File: config.mk
export PLATFORM = sky130hd
export DESIGN_NAME = ex_stage
export DESIGN_NICKNAME = d
export VERILOG_FILES = /design/src/rtl/ex_stage.sv
export SDC_FILE = /design/constraint.sdc
export NUM_CORES = 1
export LEC_CHECK = 0
export ABC_AREA = 1
export BUFFER_PORTS_ARGS = -buffer_cell sky130_fd_sc_hd__buf_2
export CAP_MARGIN = 20
export CORE_MARGIN = 2
export CORE_UTILIZATION = 25
export DETAILED_ROUTE_END_ITERATION = 8
export PLACE_DENSITY = 0.53
export SLEW_MARGIN = 20
export SYNTH_ARGS = -nofsm -noshare
export SYNTH_HDL_FRONTEND = slang
export SYNTH_SLANG_ARGS = --single-unit
File: constraint.sdc
create_clock -name clk_i -period 2.3 [get_ports clk_i]
set_input_delay 0.23 -clock clk_i [delete_from_list [all_inputs] [get_ports clk_i]]
set_output_delay 0.23 -clock clk_i [all_outputs]
set_load 0.1 [all_outputs]
File: src/rtl/ex_stage.sv
// Execute stage: single-cycle ALU/address ops and a 32-iteration shift-add multiplier
// that stalls the upstream ID/EX slot while it runs.
module ex_stage #(
   parameter int unsigned XLEN = 32
) (
   input  logic            clk_i,
   input  logic            rst_n_i,
   input  logic [XLEN-1:0] rs1_data_i,
   input  logic [XLEN-1:0] rs2_data_i,
   input  logic [XLEN-1:0] imm_i,
   input  logic [4:0]      rsd_i,
   input  logic [2:0]      Op_i,
   input  logic            valid_i,
   input  logic            flush_i,
   output logic [XLEN-1:0] result_o,
   output logic [XLEN-1:0] rs2_data_o,
   output logic [4:0]      rsd_o,
   output logic [2:0]      Op_o,
   output logic            valid_o,
   output logic            stall_o
);

   localparam int unsigned OP_W  = 3;
   localparam int unsigned RD_W  = 5;
   localparam int unsigned CNT_W = 5;

   localparam logic [OP_W-1:0] OP_ADD  = 3'b000;
   localparam logic [OP_W-1:0] OP_SUB  = 3'b001;
   localparam logic [OP_W-1:0] OP_AND  = 3'b010;
   localparam logic [OP_W-1:0] OP_OR   = 3'b011;
   localparam logic [OP_W-1:0] OP_MUL  = 3'b100;
   localparam logic [OP_W-1:0] OP_ADDI = 3'b101;
   localparam logic [OP_W-1:0] OP_LS   = 3'b110;

   typedef enum logic {IDLE, BUSY} state_e;

   state_e            state_q, state_d;
   logic [CNT_W-1:0]  cnt_q, cnt_d;
   logic [XLEN-1:0]   acc_q, acc_d;
   logic [XLEN-1:0]   mcand_q, mcand_d;
   logic [XLEN-1:0]   mplier_q, mplier_d;
   logic [XLEN-1:0]   m_rs2_q, m_rs2_d;
   logic [RD_W-1:0]   m_rsd_q, m_rsd_d;
   logic [OP_W-1:0]   m_op_q, m_op_d;
   logic [XLEN-1:0]   result_q, result_d;
   logic [XLEN-1:0]   rs2_q, rs2_d;
   logic [RD_W-1:0]   rsd_q, rsd_d;
   logic [OP_W-1:0]   op_q, op_d;
   logic              valid_q, valid_d;
   logic [XLEN-1:0]   alu_res_c;
   logic [XLEN-1:0]   acc_step_c;

   // Single-cycle result; MUL and the reserved code both yield zero here
   always_comb begin
      alu_res_c = '0;
      case (Op_i)
         OP_ADD:         alu_res_c = rs1_data_i + rs2_data_i;
         OP_SUB:         alu_res_c = rs1_data_i - rs2_data_i;
         OP_AND:         alu_res_c = rs1_data_i & rs2_data_i;
         OP_OR:          alu_res_c = rs1_data_i | rs2_data_i;
         OP_ADDI, OP_LS: alu_res_c = rs1_data_i + imm_i;
         default:        alu_res_c = '0;
      endcase
   end

   assign acc_step_c = mplier_q[0] ? acc_q + mcand_q : acc_q;

   always_comb begin
      state_d  = state_q;
      cnt_d    = cnt_q;
      acc_d    = acc_q;
      mcand_d  = mcand_q;
      mplier_d = mplier_q;
      m_rs2_d  = m_rs2_q;
      m_rsd_d  = m_rsd_q;
      m_op_d   = m_op_q;
      result_d = result_q;
      rs2_d    = rs2_q;
      rsd_d    = rsd_q;
      op_d     = op_q;
      valid_d  = 1'b0;
      // Flush wins over everything, including a multiply finishing this edge
      if (flush_i) begin
         state_d = IDLE;
      end else begin
         case (state_q)
            IDLE: begin
               if (valid_i) begin
                  if (Op_i == OP_MUL) begin
                     mcand_d  = rs1_data_i;
                     mplier_d = rs2_data_i;
                     m_rs2_d  = rs2_data_i;
                     m_rsd_d  = rsd_i;
                     m_op_d   = Op_i;
                     acc_d    = '0;
                     cnt_d    = '0;
                     state_d  = BUSY;
                  end else begin
                     result_d = alu_res_c;
                     rs2_d    = rs2_data_i;
                     rsd_d    = rsd_i;
                     op_d     = Op_i;
                     valid_d  = 1'b1;
                  end
               end
            end
            BUSY: begin
               acc_d    = acc_step_c;
               mcand_d  = mcand_q << 1;
               mplier_d = mplier_q >> 1;
               cnt_d    = cnt_q + CNT_W'(1);
               if (cnt_q == CNT_W'(31)) begin
                  state_d  = IDLE;
                  result_d = acc_step_c;
                  rs2_d    = m_rs2_q;
                  rsd_d    = m_rsd_q;
                  op_d     = m_op_q;
                  valid_d  = 1'b1;
               end
            end
            default: state_d = IDLE;
         endcase
      end
   end

   always_ff @(posedge clk_i or negedge rst_n_i) begin
      if (!rst_n_i) begin
         state_q  <= IDLE;
         cnt_q    <= '0;
         acc_q    <= '0;
         mcand_q  <= '0;
         mplier_q <= '0;
         m_rs2_q  <= '0;
         m_rsd_q  <= '0;
         m_op_q   <= '0;
         result_q <= '0;
         rs2_q    <= '0;
         rsd_q    <= '0;
         op_q     <= '0;
         valid_q  <= 1'b0;
      end else begin
         state_q  <= state_d;
         cnt_q    <= cnt_d;
         acc_q    <= acc_d;
         mcand_q  <= mcand_d;
         mplier_q <= mplier_d;
         m_rs2_q  <= m_rs2_d;
         m_rsd_q  <= m_rsd_d;
         m_op_q   <= m_op_d;
         result_q <= result_d;
         rs2_q    <= rs2_d;
         rsd_q    <= rsd_d;
         op_q     <= op_d;
         valid_q  <= valid_d;
      end
   end

   assign result_o   = result_q;
   assign rs2_data_o = rs2_q;
   assign rsd_o      = rsd_q;
   assign Op_o       = op_q;
   assign valid_o    = valid_q;
   assign stall_o    = (state_q == BUSY);

endmodule

## Yosys cells after proc, flatten, opt, wreduce, memory -nomap -nowiden

Index checks and enable logic that the tools add are counted.

| storage, ports and cells | value |
|---|---|
| bits in registers | 215 |
| input port bits | 108 |

| cells by class | value |
|---|---|
| $add $sub $neg | 5 |
| eq/ne operators | 11 |
| muxes and demuxes | 40 |
| bitwise operators | 4 |
| reductions and logical operators | 5 |

Operator list:

| cell | number |
|---|---|
| 32-bit 2-to-1 mux | 13 |
| 32-bit case mux with 2 select lines | 5 |
| 32-bit case mux with 5 select lines | 1 |
| 32-bit adder | 3 |
| 32-bit AND | 1 |
| 32-bit bitwise OR | 1 |
| 32-bit subtractor | 1 |
| 5-bit 2-to-1 mux | 5 |
| 5-bit case mux with 2 select lines | 2 |
| 3-bit equality test (second input constant) | 3 |
| 3-bit 2-to-1 mux | 3 |
| 1-bit 2-to-1 mux | 8 |
| 4-bit AND reduction | 2 |
| 3-bit by 2-bit equality test with 1-bit output (second input constant) | 2 |
| 2-bit != test (second input constant) | 3 |
| 3-bit case mux with 2 select lines | 1 |
| 5-bit by 1-bit adder with 5-bit output (second input constant) | 1 |
| 5-bit equality test (second input constant) | 1 |
| 1-bit case mux with 2 select lines | 2 |
| 3-bit by 1-bit equality test with 1-bit output (second input constant) | 1 |
| 3-bit logical NOT | 1 |
| 3-bit AND reduction | 1 |
| 2-bit by 1-bit != test with 1-bit output (second input constant) | 1 |
| 1-bit NOT | 2 |
| 2-bit OR reduction | 1 |

## Depth between registers and ports, before layout

| logic depth | value |
|---|---|
| depth after elaboration | 6 |
| mapped depth | 28 |
| gate-level depth less buffers | 28 |

## Least setup slack after synthesis

No wires, ideal clock.

| timing path | value |
|---|---|
| path kind | input-to-reg |
| from | input rs2_data_i[0] |
| to | register result_q[30], in the netlist result_o[30] |
| setup time | 0.120 ns |
| data arrival time | 2.783 ns |
| required time | 2.180 ns |
| slack | -0.603 ns |
| cell stages on the path | 24 |
| buffers on the path | 0 |
| cells stage by stage | inv_1 ha_1 nand3_1 nor2_2 nand4_1 nor2_1 nand2_1 o21ai_0 a21oi_1 a2bb2oi_1 ha_1 nand2_1 nor2_1 inv_1 nor4_1 nand3_1 nand2_1 nand2_1 nand3_1 nand2_1 nand2_1 nand2_1 nand2_1 nand2_1 |

| between the ends | value |
|---|---|
| word-level cells in the longest chain between the ends | 5 |
| elaborated cells between the ends (all ways) | 6 |
| those cells by class | 2 x add/sub; 4 x mux |

RTL lines:

| element | RTL line | source |
|---|---|---|
| from (decl) | 9 | `input logic [XLEN-1:0] rs2_data_i,` |
| 32-bit subtractor or 32-bit adder (tied branches) | 58, 57 |  |
| 32-bit case mux with 5 select lines * | 56 | `case (Op_i)` |
| 32-bit 2-to-1 mux * | 89 | `if (Op_i == OP_MUL) begin` |
| 32-bit 2-to-1 mux * | 88 | `if (valid_i) begin` |
| 32-bit case mux with 2 select lines * | 86 | `case (state_q)` |
| to (signal assigned) | 150 | `result_q <= result_d;` |
| to (decl) | 45 | `logic [XLEN-1:0] result_q, result_d;` |

Every way passes the cells marked *; elsewhere a longest branch is shown, timed or not. The select of a mux whose other input is x is not followed.
A chain may end at the register's enable or synchronous reset.

## Worst setup path in the final report

| timing path | value |
|---|---|
| from | input rs2_data_i[3] |
| to | register result_q[25], in the netlist result_o[25] |

The elaborated chain is that of the path after synthesis.

==> out/metrics.csv <==
stage,metric,value,unit
clock_tree,clk_path_buf_depth,3,
setup_path,required,2790,ps
job,maxCapViolCount,0,
sta,finalHoldViolations,0,
setup_path,cp.arrival,3190,ps
setup_path,cp_common_cell,nor2_4,
placement,place_inst,3491,
sta,finalCritPeriodShare,117.5,%
sta,worst_slew_pin_slew,815.2,ps
synth,ys_seq_area_share,35.18,%
grt,grt_pass1_vias,17270,
cells_and_area,nFillCells,6277,
sta,fin_tns_setup,-6317,ps
cells_and_area,multi_input_area,0.01080,mm^2
synth,yosysUniqueCellTypes,51,
floorplanning,die_area,0.06316,mm^2
clock_tree,cts_sinks,215,
clock_tree,numCtsBuffers,27,
grt,grt_max_degree,74,
placement,port_buffers,181,
sta,rsz0062_at_grt,true,
routing,drt_iter0_markers,1459,
synth,synth_top_flop_cell,dfrtp_1,
floorplanning,start_util,25.29,%
cells_and_area,final_area,0.02331,mm^2
placement,dp_hpwl,56610,um
routing,wire_per_inst,19.96,um
sta,fin_worst_skew,33.80,ps
power_and_ir_drop,worst_ir_drop_vdd,0.5343,mV
setup_path,cpMaxStageDelayCell,ha_1,
placement,place_area,0.01997,mm^2
setup_path,critical_path.top_delay_family,simple AND/OR/NAND/NOR gates,
floorplanning,num_rows,90,
sta,period_needed,2702,ps
synth,synthCells,2264,
outcome,violations,setup timing,
grt,grt_antenna_before_repair,4,
power_and_ir_drop,leakage,10.80,nW
synth,synth-edff-count,0,
floorplanning,ios,182,
outcome,status,"complete, but fails checks",
sta,fmax,0.3701,GHz
routing,ant_nets,0,
sta,fin_ws,-401.9,ps
sta,maxSlewHeadroom,45.65,%
clock_tree,cts-root-buf,clkbuf_16,
routing,vias,18180,
power_and_ir_drop,power.density,792.7,mW/mm^2
floorplanning,core_area,0.06047,mm^2
grt,grt_overflow,0,
setup_path,slowest_delay,410,ps
cells_and_area,area_growth,52.45,%
synth,ys_ff_latch,215,
synth,syn_area,0.01529,mm^2
cells_and_area,finalNonFillerCells,3603,
setup_path,worstSetupPathType,in -> reg,
sta,setup_viol,27,
setup_path,path_buf_inv,4,
synth,synth_top_area_share,35.18,%
cells_and_area,drive_gt1_share,36.67,%
synth,synth_area_leader_cell,dfrtp_1,
cells_and_area,regArea,0.005384,mm^2
clock_tree,cts_tree,yes,
synth,synthTopCellsByArea,"dfrtp_1 35%, nand2_1 15%, nor2_1 8.0%",
placement,gp_congestion,0.9622,
worst_hold_path,hold_path_class,in -> reg,
routing,first_pass_iters,6,
setup_path,worstSetupEndpointType,register,
placement,dp_slack,-1187,ps
routing,drc,0,
cells_and_area,final_nets,2983,
clock_tree,clk_latency,590,ps
setup_path,cp-start-kind,primary input,
routing,viasPerCell,5.045,
floorplanning,die_w,251.3,um
grt,track_usage,21.73,%
cells_and_area,final_util,38.55,%
synth,async_flop_share,100.0,%
clock_tree,htreeDepth,1,
synth,yosysMostFrequentCell,nand2_1,
sta,slew_viol_final,0,
floorplanning,die_h,251.3,um
setup_path,cp_max_fo,4,
synth,synth_nets,2446,
synth,netlist_top_cells_count,"631 x nand2_1, 325 x nor2_1, 215 x dfrtp_1",
grt,grt_pass1_wl,105500,um
synth,ys_warn_count,0,
synth,syn_area_per_cell,6.754,um^2
clock_tree,path_clk_slew,60,ps
routing,routed_wl,71920,um
-- where the power goes --
part	internal [W]	leakage [nW]	total, W	switching, W
Clock	0.00266	0.452	0.00448	0.00182
Sequential	0.00455	2.57	0.00519	0.000635
Combinational	0.00302	7.78	0.00881	0.00579
-- metrics by stage --
stage	power (W)	hold WS, ps
4_1_cts	0.01792	2.354
3_5_place_dp	0.01295	237.1
5_1_grt	0.01942	13.98
2_1_floorplan	0.009975	-65.59
6_report	0.01848	13.63
3_3_place_gp	0.01288	237.3
-- worst min-delay path: stages --
cell and delay, ps:
buf_2 160, nand2_1 80, a31oi_1 70
-- cell usage in the layout, fill, tap and decap left out, types with 6 or more instances in the layout --
cell type and instances:
buf_12 15, nor2_4 30, inv_1 133, o21ai_2 21, a31oi_1 131, dfrtp_1 214, nand2_1 562, nor2_1 263
o21ai_4 6, o21ai_0 97, dlygate4sd3_1 19, buf_6 16, nand3b_1 8, ha_4 35, nand3_2 34, nand2_2 51
buf_2 168, a21oi_2 47, a21oi_4 11, o21ai_1 38, nand3_1 136, o21bai_1 6, o221ai_1 10, clkbuf_16 28
a21oi_1 62, nand4_1 20, nor3_1 11, ha_1 33, inv_2 19, nand2_4 22, or2_2 10, buf_4 384
xor2_1 8, inv_4 10, o211ai_1 15, nor2_2 41
-- registers in the layout, indices dropped and copies added, names as in the netlist --
signal and flops:
Op_o 3, valid_o 1, acc_q 32, m_rsd_q 5, result_o 32, stall_o 1
rs2_data_o 32, cnt_q 5, mcand_q 32, rsd_o 5, m_op_q 3, mplier_q 32
m_rs2_q 32
-- layer usage --
metal  GRT usage [%]  vias up  wire length (um)
met5               0        -                23
met1           29.98     8790             32120
met2           35.83      574             33370
met4           6.105        4              2417
li1                -     8696                 -
met3           2.495      113              3988
-- timing repair --
item                       CTS  global route
gates cloned                 0             1
hold buffers                19             0
pin swaps                  100           134
setup endpoints to repair   47            56
setup buffers               23            24
hold endpoints to repair    77             0
gates resized for setup    205           254
-- cell type report --
cell class	instances	share of cell area (%)
antenna	1	0.01073
clock buffer	34	3.226
clock inverter	14	0.7514
inverter	168	2.963
multi-input combinational	1779	46.33
sequential	215	23.09
tap	782	4.197
timing repair buffer	610	19.43
-- kinds of logic (layout without fill, tap and decap cells) --
kind of cell | count (synthesis) | count (layout) | synth area share [%]
AO/OA/AOI/OAI | 477 | 477 | 17.95
XOR/XNOR | 10 | 10 | 0.5728
adder cells (fa/ha/maj) | 74 | 74 | 6.153
buffers and inverters | 270 | 826 | 7.143
flip-flops | 215 | 215 | 35.18
other | 0 | 1 | 0
AND/OR/NAND/NOR | 1218 | 1218 | 33.00
-- path summary, 6_finish.rpt --
check | startpoint | to | slack [ps] | cells past startpoint
worst min-delay path | rs1_data_i[3] | mcand_q[3] | 10 | 3
worst max register to register | mcand_q[12] | result_o[17] | -30 | 11
worst min register to register | m_op_q[2] | m_op_q[2] | 470 | 1
min in group asynchronous | rst_n_i | m_rs2_q[7] | 160 | 2
max in group asynchronous | rst_n_i | result_o[29] | 1340 | 3
worst max-delay path | rs2_data_i[3] | result_o[25] | -400 | 25
(Power assumes the default switching activity.)
